<file path="src/rtl/ft_cmd_parser_pkg.sv">
// ============================================================================
// Module : ft_cmd_pkg
// Desc   : Shared types, state encodings and protocol constants for the
//          FT232H command parser.
// Rev    : 1.0 - initial release
// ============================================================================
`default_nettype none

package ft_cmd_pkg;

    typedef logic [7:0]  byte_t;
    typedef logic [15:0] word_t;
    typedef logic [3:0]  state_t;

    localparam logic [3:0] S_HUNT     = 4'd0;
    localparam logic [3:0] S_OP       = 4'd1;
    localparam logic [3:0] S_ADDR     = 4'd2;
    localparam logic [3:0] S_DHI      = 4'd3;
    localparam logic [3:0] S_DLO      = 4'd4;
    localparam logic [3:0] S_CSUM     = 4'd5;
    localparam logic [3:0] S_EXEC     = 4'd6;
    localparam logic [3:0] S_RDWAIT   = 4'd7;
    localparam logic [3:0] S_RESP_HDR = 4'd8;
    localparam logic [3:0] S_RESP_DAT = 4'd9;

    localparam byte_t SYNC_BYTE = 8'hA5;
    localparam byte_t RESP_TAG  = 8'h5A;
    localparam byte_t OP_WR     = 8'h01;
    localparam byte_t OP_RD     = 8'h02;
    localparam byte_t ERR_HDR   = 8'hFF;
    localparam byte_t ERR_CSUM  = 8'h01;
    localparam byte_t ERR_OP    = 8'h02;

    function automatic byte_t calc_csum(input byte_t op, input byte_t addr,
                                        input byte_t dhi, input byte_t dlo);
        return op ^ addr ^ dhi ^ dlo;
    endfunction

endpackage

`default_nettype wire

</file>
<file path="src/rtl/ft_cmd_parser_if.sv">
// ============================================================================
// Module : ft_cmd_parser_if
// Desc   : RX FIFO read side, TX FIFO write side and register bus bundle.
// Rev    : 1.0 - initial release
// ============================================================================
`default_nettype none

interface ft_cmd_parser_if;
    import ft_cmd_pkg::*;

    logic  rx_empty;
    byte_t rx_data;
    logic  rx_rdreq;
    logic  tx_full;
    logic  tx_wrreq;
    word_t tx_data;
    logic  reg_wr;
    logic  reg_rd;
    byte_t reg_addr;
    word_t reg_wdata;
    word_t reg_rdata;

    modport master (
        input  rx_empty, rx_data, tx_full, reg_rdata,
        output rx_rdreq, tx_wrreq, tx_data, reg_wr, reg_rd, reg_addr, reg_wdata
    );

    modport slave (
        output rx_empty, rx_data, tx_full, reg_rdata,
        input  rx_rdreq, tx_wrreq, tx_data, reg_wr, reg_rd, reg_addr, reg_wdata
    );

endinterface

`default_nettype wire

</file>
<file path="src/rtl/ft_cmd_parser_byte_fetch.sv">
// ============================================================================
// Module : ft_byte_fetch
// Desc   : Single-outstanding RX FIFO byte fetcher with inter-byte timeout.
// Rev    : 1.0 - initial release
// ============================================================================
`default_nettype none

module ft_byte_fetch
    import ft_cmd_pkg::*;
#(
    parameter int TIMEOUT_CYC = 1_000_000
) (
    input  wire   clk,
    input  wire   rst,
    input  wire   i_fetch_en,
    input  wire   i_armed,
    input  wire   i_rx_empty,
    input  byte_t i_rx_data,
    output logic  o_rx_rdreq,
    output logic  o_byte_vld,
    output byte_t o_byte,
    output logic  o_pending,
    output logic  o_timeout
);

    localparam int                 c_cnt_w   = $clog2(TIMEOUT_CYC + 1);
    localparam logic [c_cnt_w-1:0] c_cnt_lim = c_cnt_w'(TIMEOUT_CYC - 1);

    logic               r_rdreq_q, w_rdreq_d;
    logic               r_vld_q,   w_vld_d;
    logic [c_cnt_w-1:0] r_cnt_q,   w_cnt_d;

    always_comb begin
        w_rdreq_d = i_fetch_en && !i_rx_empty && !r_rdreq_q;
        w_vld_d   = r_rdreq_q;
        // Counter only runs while a packet is being framed; any consumed byte restarts it.
        w_cnt_d   = (!i_armed || r_vld_q) ? '0 : r_cnt_q + c_cnt_w'(1);
    end

    always_ff @(posedge clk) begin
        if (rst) begin
            r_rdreq_q <= 1'b0;
            r_vld_q   <= 1'b0;
            r_cnt_q   <= '0;
        end else begin
            r_rdreq_q <= w_rdreq_d;
            r_vld_q   <= w_vld_d;
            r_cnt_q   <= w_cnt_d;
        end
    end

    assign o_rx_rdreq = r_rdreq_q;
    assign o_byte_vld = r_vld_q;
    assign o_byte     = i_rx_data;
    assign o_pending  = r_rdreq_q;
    assign o_timeout  = i_armed && !r_vld_q && (r_cnt_q == c_cnt_lim);

endmodule

`default_nettype wire

</file>
<file path="src/rtl/ft_cmd_parser.sv">
// ============================================================================
// Module : ft_cmd_parser
// Desc   : Frames 6-byte host packets, checks csum, runs one register access
//          and returns a 2-word response to the TX FIFO.
// Rev    : 1.0 - initial release
// ============================================================================
`default_nettype none

module ft_cmd_parser
    import ft_cmd_pkg::*;
#(
    parameter int TIMEOUT_CYC = 1_000_000
) (
    input  wire             clk,
    input  wire             rst,
    ft_cmd_parser_if.master bus,
    output logic            busy,
    output logic [7:0]      err_cnt
);

    logic   w_byte_vld, w_pending, w_timeout, w_fetch_en, w_armed, w_err_inc, w_reg_go;
    byte_t  w_byte;

    state_t r_state_q,     w_state_d;
    byte_t  r_op_q,        w_op_d;
    byte_t  r_addr_q,      w_addr_d;
    byte_t  r_dhi_q,       w_dhi_d;
    byte_t  r_dlo_q,       w_dlo_d;
    logic   r_err_q,       w_err_d;
    word_t  r_resp_dat_q,  w_resp_dat_d;
    logic   r_drop_q,      w_drop_d;
    logic   r_tx_wrreq_q,  w_tx_wrreq_d;
    word_t  r_tx_data_q,   w_tx_data_d;
    logic   r_reg_wr_q,    w_reg_wr_d;
    logic   r_reg_rd_q,    w_reg_rd_d;
    byte_t  r_reg_addr_q,  w_reg_addr_d;
    word_t  r_reg_wdata_q, w_reg_wdata_d;
    logic   r_busy_q,      w_busy_d;
    byte_t  r_err_cnt_q,   w_err_cnt_d;

    assign w_armed    = (r_state_q >= S_OP) && (r_state_q <= S_CSUM);
    // Fetch from the next state so nothing is popped once the csum byte closes the packet.
    assign w_fetch_en = (w_state_d <= S_CSUM);

    ft_byte_fetch #(.TIMEOUT_CYC(TIMEOUT_CYC)) u_fetch (
        .clk        (clk),
        .rst        (rst),
        .i_fetch_en (w_fetch_en),
        .i_armed    (w_armed),
        .i_rx_empty (bus.rx_empty),
        .i_rx_data  (bus.rx_data),
        .o_rx_rdreq (bus.rx_rdreq),
        .o_byte_vld (w_byte_vld),
        .o_byte     (w_byte),
        .o_pending  (w_pending),
        .o_timeout  (w_timeout)
    );

    always_comb begin
        w_state_d    = r_state_q;
        w_op_d       = r_op_q;
        w_addr_d     = r_addr_q;
        w_dhi_d      = r_dhi_q;
        w_dlo_d      = r_dlo_q;
        w_err_d      = r_err_q;
        w_resp_dat_d = r_resp_dat_q;
        w_drop_d     = r_drop_q;
        w_err_inc    = 1'b0;
        case (r_state_q)
            S_HUNT: if (w_byte_vld) begin
                if (r_drop_q)                w_drop_d  = 1'b0;
                else if (w_byte == SYNC_BYTE) w_state_d = S_OP;
            end
            S_OP:   if (w_byte_vld) begin w_op_d   = w_byte; w_state_d = S_ADDR; end
            S_ADDR: if (w_byte_vld) begin w_addr_d = w_byte; w_state_d = S_DHI;  end
            S_DHI:  if (w_byte_vld) begin w_dhi_d  = w_byte; w_state_d = S_DLO;  end
            S_DLO:  if (w_byte_vld) begin w_dlo_d  = w_byte; w_state_d = S_CSUM; end
            S_CSUM: if (w_byte_vld) begin
                if (w_byte != calc_csum(r_op_q, r_addr_q, r_dhi_q, r_dlo_q)) begin
                    w_err_d      = 1'b1;
                    w_resp_dat_d = {8'h00, ERR_CSUM};
                    w_err_inc    = 1'b1;
                    w_state_d    = S_RESP_HDR;
                end else if (r_op_q != OP_WR && r_op_q != OP_RD) begin
                    w_err_d      = 1'b1;
                    w_resp_dat_d = {8'h00, ERR_OP};
                    w_err_inc    = 1'b1;
                    w_state_d    = S_RESP_HDR;
                end else begin
                    w_err_d      = 1'b0;
                    w_state_d    = S_EXEC;
                end
            end
            S_EXEC: if (r_op_q == OP_WR) begin
                w_resp_dat_d = r_reg_wdata_q;
                w_state_d    = S_RESP_HDR;
            end else begin
                w_state_d    = S_RDWAIT;
            end
            S_RDWAIT: begin
                w_resp_dat_d = bus.reg_rdata;
                w_state_d    = S_RESP_HDR;
            end
            S_RESP_HDR: if (r_tx_wrreq_q) w_state_d = S_RESP_DAT;
            S_RESP_DAT: if (r_tx_wrreq_q) w_state_d = S_HUNT;
            default:    w_state_d = S_HUNT;
        endcase
        // A byte still in flight at timeout must not be mistaken for a fresh sync.
        if (w_timeout) begin
            w_state_d = S_HUNT;
            w_err_inc = 1'b1;
            w_drop_d  = w_pending;
        end
    end

    always_comb begin
        // A word is committed in the cycle tx_wrreq is high; the state advances on that commit.
        w_tx_wrreq_d  = !bus.tx_full
                        && (w_state_d == S_RESP_HDR || w_state_d == S_RESP_DAT)
                        && !(w_state_d == r_state_q && r_tx_wrreq_q);
        w_tx_data_d   = r_tx_data_q;
        if (w_tx_wrreq_d) begin
            if (w_state_d == S_RESP_HDR)
                w_tx_data_d = w_err_d ? {RESP_TAG, ERR_HDR} : {RESP_TAG, r_reg_addr_q};
            else
                w_tx_data_d = w_resp_dat_d;
        end
        w_reg_go      = (w_state_d == S_EXEC) && (r_state_q != S_EXEC);
        w_reg_wr_d    = w_reg_go && (r_op_q == OP_WR);
        w_reg_rd_d    = w_reg_go && (r_op_q == OP_RD);
        w_reg_addr_d  = w_reg_go ? r_addr_q : r_reg_addr_q;
        w_reg_wdata_d = w_reg_go ? {r_dhi_q, r_dlo_q} : r_reg_wdata_q;
        w_busy_d      = (w_state_d != S_HUNT);
        w_err_cnt_d   = (w_err_inc && r_err_cnt_q != 8'hFF) ? r_err_cnt_q + 8'd1 : r_err_cnt_q;
    end

    always_ff @(posedge clk) begin
        if (rst) begin
            r_state_q     <= S_HUNT;
            r_op_q        <= '0;
            r_addr_q      <= '0;
            r_dhi_q       <= '0;
            r_dlo_q       <= '0;
            r_err_q       <= 1'b0;
            r_resp_dat_q  <= '0;
            r_drop_q      <= 1'b0;
            r_tx_wrreq_q  <= 1'b0;
            r_tx_data_q   <= '0;
            r_reg_wr_q    <= 1'b0;
            r_reg_rd_q    <= 1'b0;
            r_reg_addr_q  <= '0;
            r_reg_wdata_q <= '0;
            r_busy_q      <= 1'b0;
            r_err_cnt_q   <= '0;
        end else begin
            r_state_q     <= w_state_d;
            r_op_q        <= w_op_d;
            r_addr_q      <= w_addr_d;
            r_dhi_q       <= w_dhi_d;
            r_dlo_q       <= w_dlo_d;
            r_err_q       <= w_err_d;
            r_resp_dat_q  <= w_resp_dat_d;
            r_drop_q      <= w_drop_d;
            r_tx_wrreq_q  <= w_tx_wrreq_d;
            r_tx_data_q   <= w_tx_data_d;
            r_reg_wr_q    <= w_reg_wr_d;
            r_reg_rd_q    <= w_reg_rd_d;
            r_reg_addr_q  <= w_reg_addr_d;
            r_reg_wdata_q <= w_reg_wdata_d;
            r_busy_q      <= w_busy_d;
            r_err_cnt_q   <= w_err_cnt_d;
        end
    end

    assign bus.tx_wrreq  = r_tx_wrreq_q;
    assign bus.tx_data   = r_tx_data_q;
    assign bus.reg_wr    = r_reg_wr_q;
    assign bus.reg_rd    = r_reg_rd_q;
    assign bus.reg_addr  = r_reg_addr_q;
    assign bus.reg_wdata = r_reg_wdata_q;
    assign busy          = r_busy_q;
    assign err_cnt       = r_err_cnt_q;

endmodule

`default_nettype wire
</file>
<file path="src/flat_wrapper.sv">
// flat-port wrapper written by rule: the top's interface ports become plain ports
module ft_cmd_parser_flat import ft_cmd_pkg::*;
#(
    parameter int TIMEOUT_CYC = 1_000_000
)
  (clk, rst, busy, err_cnt, bus_rx_empty, bus_rx_data, bus_tx_full, bus_reg_rdata, bus_rx_rdreq, bus_tx_wrreq, bus_tx_data, bus_reg_wr, bus_reg_rd, bus_reg_addr, bus_reg_wdata);
  ft_cmd_parser_if bus_i ();
  input  wire clk;
  input  wire rst;
  output logic busy;
  output logic [7:0] err_cnt;
  input wire logic [$bits(bus_i.rx_empty)-1:0] bus_rx_empty;
  input wire logic [$bits(bus_i.rx_data)-1:0] bus_rx_data;
  input wire logic [$bits(bus_i.tx_full)-1:0] bus_tx_full;
  input wire logic [$bits(bus_i.reg_rdata)-1:0] bus_reg_rdata;
  output wire logic [$bits(bus_i.rx_rdreq)-1:0] bus_rx_rdreq;
  output wire logic [$bits(bus_i.tx_wrreq)-1:0] bus_tx_wrreq;
  output wire logic [$bits(bus_i.tx_data)-1:0] bus_tx_data;
  output wire logic [$bits(bus_i.reg_wr)-1:0] bus_reg_wr;
  output wire logic [$bits(bus_i.reg_rd)-1:0] bus_reg_rd;
  output wire logic [$bits(bus_i.reg_addr)-1:0] bus_reg_addr;
  output wire logic [$bits(bus_i.reg_wdata)-1:0] bus_reg_wdata;
  assign bus_i.rx_empty = bus_rx_empty;
  assign bus_i.rx_data = bus_rx_data;
  assign bus_i.tx_full = bus_tx_full;
  assign bus_i.reg_rdata = bus_reg_rdata;
  assign bus_rx_rdreq = bus_i.rx_rdreq;
  assign bus_tx_wrreq = bus_i.tx_wrreq;
  assign bus_tx_data = bus_i.tx_data;
  assign bus_reg_wr = bus_i.reg_wr;
  assign bus_reg_rd = bus_i.reg_rd;
  assign bus_reg_addr = bus_i.reg_addr;
  assign bus_reg_wdata = bus_i.reg_wdata;
  ft_cmd_parser #(.TIMEOUT_CYC(TIMEOUT_CYC)) u_core (.clk(clk), .rst(rst), .bus(bus_i), .busy(busy), .err_cnt(err_cnt));
endmodule
</file>
<file path="config.mk">
export PLATFORM = sky130hd
export DESIGN_NAME = ft_cmd_parser_flat
export DESIGN_NICKNAME = d
export VERILOG_FILES = /design/src/rtl/ft_cmd_parser_pkg.sv /design/src/rtl/ft_cmd_parser_if.sv /design/src/rtl/ft_cmd_parser_byte_fetch.sv /design/src/rtl/ft_cmd_parser.sv /design/src/flat_wrapper.sv
export SDC_FILE = /design/constraint.sdc
export NUM_CORES = 1
export LEC_CHECK = 0
export CORE_MARGIN = 2
export CORE_UTILIZATION = 55
export CTS_CLUSTER_SIZE = 12
export DETAILED_ROUTE_END_ITERATION = 8
export PLACE_DENSITY = 0.89
export SLEW_MARGIN = 10
export SYNTH_ARGS = -nofsm -noshare
export SYNTH_HDL_FRONTEND = slang
export SYNTH_SLANG_ARGS = --single-unit
</file>
<file path="constraint.sdc">
create_clock -name clk -period 3.22 [get_ports clk]
set_input_delay 0.644 -clock clk [delete_from_list [all_inputs] [get_ports clk]]
set_output_delay 0.644 -clock clk [all_outputs]
set_load 0.01 [all_outputs]
</file>
Yosys cells after proc, flatten, opt, wreduce, memory -nomap -nowiden
Cells that the tools add are included.
- bits in registers: 128
- input port bits: 28
- output and inout bits: 53
- $add $sub $neg: 2
- $lt $le $gt $ge: 3
- equal/unequal tests: 22
- muxes and demuxes: 32
- bitwise operators: 3
- reductions and logical operators: 31
- operators with widths (cell ; count):
    two-way mux 16 bit ; 5
    two-way mux 4 bit ; 14
    case mux 16 bit (3 select lines) ; 1
    case mux 4 bit (10 select lines) ; 1
    XOR 8 bit ; 3
    adder 20 x 1 -> 20 bit (second input constant) ; 1
    == test 20 bit (second input constant) ; 1
    == test 4 x 3 -> 1 bit (second input constant) ; 5
    == test 4 bit (second input constant) ; 4
    logical AND 1 bit ; 13
    two-way mux 1 bit ; 10
    AND reduction 2 bit ; 5
    adder 8 x 1 -> 8 bit (second input constant) ; 1
    == test 4 x 2 -> 1 bit (second input constant) ; 2
    == test 8 x 1 -> 1 bit (second input constant) ; 1
    == test 8 x 2 -> 1 bit (second input constant) ; 1
    == test 8 bit (second input constant) ; 1
    less-or-equal comparator 4 x 3 -> 1 bit (second input constant) ; 2
    two-way mux 8 bit ; 1
    != test 8 x 1 -> 1 bit (second input constant) ; 1
    != test 8 x 2 -> 1 bit (second input constant) ; 1
    != test 8 bit ; 1
    != test 8 bit (second input constant) ; 1
    zero test 1 bit ; 6
    other kinds (9) ; 11

Longest topological paths before layout
- word-level depth: 12
- depth in mapped cells: 9
- gate-level depth less buffers: 8

Modules after synthesis
A second synthesis with hierarchy kept.
- cell total of the unflattened synthesis: 712
- area, all modules: 6216.0 um^2
- by module, submodules not included (module ; instances ; cells an instance ; area each (um^2) ; seq. area each (um^2)):
    ft_cmd_parser ; 1 ; 595 ; 5182.5 ; 2122.0
    ft_byte_fetch ; 1 ; 117 ; 1033.5 ; 440.4

Worst setup path before layout
OpenSTA, ideal clock, no wires.
- path kind: input to register
- start: in bus_rx_data[0]
- end: reg u_core.r_tx_data_q[2], in the netlist u_core.bus.tx_data[2]
- library setup time: 0.117 ns
- arrival time: 2.495 ns
- required time: 3.103 ns
- slack: 0.608 ns
- stages: 8
- path through: xnor3_1 -> xnor2_1 -> nand4_4 -> nor4_4 -> or2_1 -> buf_2 -> nand3b_1 -> a32o_1
- cells in the longest elaborated chain, start to end: 10
- elaborated cells on any way between the ends: 25
- RTL lines (item ; RTL line ; RTL):
    start: declaration ; flat_wrapper.sv:13 ; input wire logic [$bits(bus_i.rx_data)-1:0] bus_rx_data;
    == test 8 bit ; ft_cmd_parser.sv:72 ; else if (w_byte == SYNC_BYTE) w_state_d = S_OP;
    two-way mux 4 bit ; ft_cmd_parser.sv:72 ;
    two-way mux 4 bit ; ft_cmd_parser.sv:71 ; if (r_drop_q) w_drop_d = 1'b0;
    two-way mux 4 bit ; ft_cmd_parser.sv:70 ; S_HUNT: if (w_byte_vld) begin
    case mux 4 bit (10 select lines) ; ft_cmd_parser.sv:69 ; case (r_state_q)
    two-way mux 4 bit ; ft_cmd_parser.sv:109 ; if (w_timeout) begin
    == test 4 bit, on equally long branches ; ft_cmd_parser.sv:119, ft_cmd_parser.sv:123, ft_cmd_parser.sv:120 ;
    logical OR 1 bit / logical AND 1 bit (equally long branches) ; ft_cmd_parser.sv:119, ft_cmd_parser.sv:120 ;
    logical AND 1 bit / zero test 1 bit (equally long branches) ; ft_cmd_parser.sv:119, ft_cmd_parser.sv:120 ;
    logical AND 1 bit ; ft_cmd_parser.sv:120 ; && !(w_state_d == r_state_q && r_tx_wrreq_q);
    end signal: assignment ; ft_cmd_parser.sv:165 ; r_tx_data_q <= w_tx_data_d;
    end: declaration ; ft_cmd_parser.sv:33 ; word_t r_tx_data_q, w_tx_data_d;
Several ways; a longest one is shown, not always the timed one.
A chain may end at the register's enable or synchronous reset.

Worst setup path in the final report
- start: in bus_rx_data[1]
- end: reg u_core.r_tx_data_q[7], in the netlist u_core.bus.tx_data[7]
The elaborated chain is that of the path after synthesis.

==> implementation parameters <==
Parameter                              Value

STA
  Sum of negative setup slack ... 0 ns
  Count of pins over their slew limit ... 0
  Final worst path period need ... 2.91 ns
  Relative slew margins ... approximately 41%
  Number of endpoints with negative hold slack in the final report ... 0
  Number of endpoints failing setup at the final stage ... 0
  Max frequency ... around 340 MHz
  Clock tree skew after final layout ... between 0.01 and 0.015 ns
  Tightest Pin Transition ... approximately 0.89 ns
  Final period util ... 90.2%
  Setup repair after global routing missed its margin ... false

Synthesis
  Post-synth design cell area ... approximately 0.0058 mm^2
  Number of different library cells in the post-synthesis netlist ... 60
  Share of Yosys cell area claimed by the top area cell type ... between 40 and 50%
  Post-synthesis cell type with the largest combined area ... sky130_fd_sc_hd__dfxtp_1
  Post-synthesis sequential area ratio ... between 40% and 50%
  Ranking of synthesized cells by instance count ... sky130_fd_sc_hd__dfxtp_1, sky130_fd_sc_hd__nor2_1, sky130_fd_sc_hd__mux2i_1
  Warning count from the yosys run ... 0
  EDFF count, synth ... 0
  Number of nets in the synthesized netlist ... around 640
  Prevailing post-synth register cell ... sky130_fd_sc_hd__dfxtp_1
  Number of instances in the synthesized netlist ... 608
  Average cell area after synthesis ... 9.47 um^2
  Async set-reset flop share out of synthesis ... 0%
  Leading cell types by total area after synthesis ... sky130_fd_sc_hd__dfxtp_1, sky130_fd_sc_hd__mux2i_1, sky130_fd_sc_hd__nor2_1, sky130_fd_sc_hd__xnor3_1, sky130_fd_sc_hd__xnor2_1
  #FFs+latches synth ... around 130
  Cell with the most instances after synthesis ... sky130_fd_sc_hd__dfxtp_1

Clock network
  Post-CTS Repair Setup Buffers ... 0
  Root buf cell ... sky130_fd_sc_hd__clkbuf_8
  Post-cts resize count ... 0
  Worst-Skew Late Latency ... approximately 0.53 ns
  Num Clock Sinks ... roughly 130
  Number of buffers inserted by hold repair at cts ... 0
  Buffers from clock root to sink, at most ... 2
  CTS tree ... yes
  H-tree lvl count ... 4
  Clock-pin slew on the worst setup and hold paths ... 0.06 ns
  Number of buffers created by CTS ... 17

Power
  Power density over the cells ... about 480 mW/mm^2
  Standby leakage power ... 2.70 nW
  Max VDD drop ... between 300 and 400 uV

Worst setup path
  Worst EP arrival ... 3.37 ns
  Critical path, cell by cell ... clkdlybuf4s50_1, xnor3_1, xnor2_1, nand4_2, buf_4, o31ai_4, buf_4, a21oi_2, buf_4, nor2_1, a32o_1
  Number of gates on the worst path with buffers counted ... 11
  Count of cells along the worst register-to-register path ... 8
  Type of destination of the critical path ... flop
  Max FO, Critical Path ... 6
  Top cell family by delay on the critical path ... buffers and inverters
  Start-to-end type of the worst setup path ... primary input to flop
  Slowest cell on the critical path ... sky130_fd_sc_hd__clkdlybuf4s50_1
  Slowest Stage Delay on Critical Path ... around 0.53 ns
  WP data required ... approximately 3.7 ns
  Crit path top cell by count ... sky130_fd_sc_hd__buf_4
  Buffers and inverters on the worst path ... 4
  Startpoint type of the worst setup path ... primary input

Route
  Total DRC errors in the routed layout ... 0
  DR WL/cell ... roughly 18 um
  Router iterations before antenna repair ... 5
  Via total after detailed routing ... between 5000 and 6000
  Remaining antenna violation count ... 0
  Per-cell via count in the routed design ... 5.86
  DR iter-0 viols ... approximately 370
  Overall routed net length ... between 15 and 20 mm

Placement
  PortBufs ... 80
  Detailed placer's ending HPWL ... between 10 and 15 mm
  Total instance count after detailed placement ... between 800 and 900
  Gp weighted congestion ... 0.925

Final layout
  Final standard cell count with taps included and fillers excluded ... approximately 860
  N_diodes ... 0
  Share of final-layout standard cells stronger than drive strength 1 ... 10.5%
  Area added between synthesis and finish ... 28.9%
  Final-stage net count ... between 700 and 800

Floorplanning
  Die height ... 106 um
  Count of pins on the block boundary ... a little over 80
  Count of standard-cell rows ... 37
  Placeable core region ... around 0.010 mm^2
  Initial Utilization ... between 50% and 60%
  Die Wd ... around 110 um
  DIE AREA ... between 0.01 and 0.015 mm^2

GRT
  Total global-route track usage ... 28.2%
  Largest net degree at the start of global routing ... 36
  Initial antenna violation count ... 0
  Number of global-route vias before repair ... about 5000
  Wire length of the first global-routing pass ... approximately 25 mm
  Overflow left after global routing ... 0

Worst hold path
  Worst hold path class ... flop to flop
  Number of cells traversed by the worst hold path ... 1

Run status
  Result of the run ... completed

Run
  Number of maximum-capacitance violations ... 0
-- cell families after synthesis --
| logic type | after synthesis | share of synthesized area (%) |
|---|---|---|
| buffers and inverters | 38 | 2.76 |
| AO/OA/AOI/OAI | 95 | 12.1 |
| XOR/XNOR | 44 | 8.87 |
| multiplexers | 59 | 10.3 |
| adder cells (fa/ha/maj) | 2 | 0.435 |
| flip-flops | 128 | 44.5 |
| AND/OR/NAND/NOR | 242 | 21.1 |
-- layout make-up --
type	instances	area (um^2)
Inverter	9	33.8
Fill cell	666	2810
Clock buffer	21	449
Clock inverter	10	113
Multi-Input combinational cell	442	3040
Sequential cell	128	2560
Tap cell	136	170
Timing Repair Buffer	111	1050
-- worst register-to-register path: cells and delay by family (launching register included) --
family,cells,cell delay [ns]
AND/OR/NAND/NOR,3,1.38
AO/OA/AOI/OAI,3,0.71
buffers and inverters,2,0.38
flip-flops,1,0.35
-- layer usage --
metal	track usage, %	wire length (um)
met5	0	0
met4	15.7	600
met3	6.74	1100
met2	47.4	7580
met1	33.0	6230
-- cell usage in the layout (no fill, tap or decap), types with 10 or more instances in the layout --
cell / n
sky130_fd_sc_hd__nand2_1: 14
sky130_fd_sc_hd__xor2_1: 16
sky130_fd_sc_hd__nand3_1: 20
sky130_fd_sc_hd__clkdlybuf4s50_1: 79
sky130_fd_sc_hd__clkbuf_16: 16
sky130_fd_sc_hd__a22oi_1: 10
sky130_fd_sc_hd__dfxtp_1: 128
sky130_fd_sc_hd__mux2i_1: 59
sky130_fd_sc_hd__nor2_1: 125
sky130_fd_sc_hd__buf_4: 29
sky130_fd_sc_hd__a21oi_1: 25
sky130_fd_sc_hd__nor3_1: 10
sky130_fd_sc_hd__xnor2_1: 18
-- final timing paths --
check / from / to / slack [ns]
worst max-delay path: bus_rx_data[1] / u_core.bus.tx_data[7] / 0.31
worst min-delay path: u_core.u_fetch.r_cnt_q[0] / u_core.u_fetch.r_cnt_q[0] / 0.46
worst max register to register: u_core.r_op_q[2] / u_core.bus.tx_data[7] / 0.34
worst min register to register: u_core.u_fetch.r_cnt_q[0] / u_core.u_fetch.r_cnt_q[0] / 0.46
-- sequential cells by signal, indices dropped and copies added, names as in the netlist --
name	cells
u_core.u_fetch.r_cnt_q	20
u_core.bus.reg_wdata	16
u_core.bus.tx_data	16
u_core.r_resp_dat_q	16
u_core.bus.reg_addr	8
u_core.err_cnt	8
u_core.r_addr_q	8
u_core.r_dhi_q	8
u_core.r_dlo_q	8
u_core.r_op_q	8
u_core.r_state_q	4
u_core.bus.reg_rd	1
u_core.bus.reg_wr	1
u_core.bus.tx_wrreq	1
u_core.busy	1
u_core.r_drop_q	1
u_core.r_err_q	1
u_core.u_fetch.o_byte_vld	1
u_core.u_fetch.o_pending	1
-- through the flow --
| stage | power, W | area (um^2) | worst slack, ns | util (%) | hold slack, ns |
|---|---|---|---|---|---|
| 2_1_floorplan | 0.00169 | 5760 | 0.608 | - | 0.430 |
| 3_3_place_gp | 0.00176 | 6860 | -0.0537 | 67.1 | 0.443 |
| 3_5_place_dp | 0.00176 | 6860 | -0.148 | 67.1 | 0.452 |
| 4_1_cts | 0.00355 | 7420 | 0.367 | 72.6 | 0.468 |
| 5_1_grt | 0.00363 | 7420 | 0.115 | 72.6 | 0.471 |
| 6_report | 0.00354 | 7420 | 0.315 | 72.6 | 0.465 |
-- power by group --
group,internal (W),switching [W]
Clock,0.00113,0.000681
Combinational,0.0000686,0.0000640
Sequential,0.00159,0.00000702
Total,0.00279,0.000752
(Power assumes the default switching activity.)
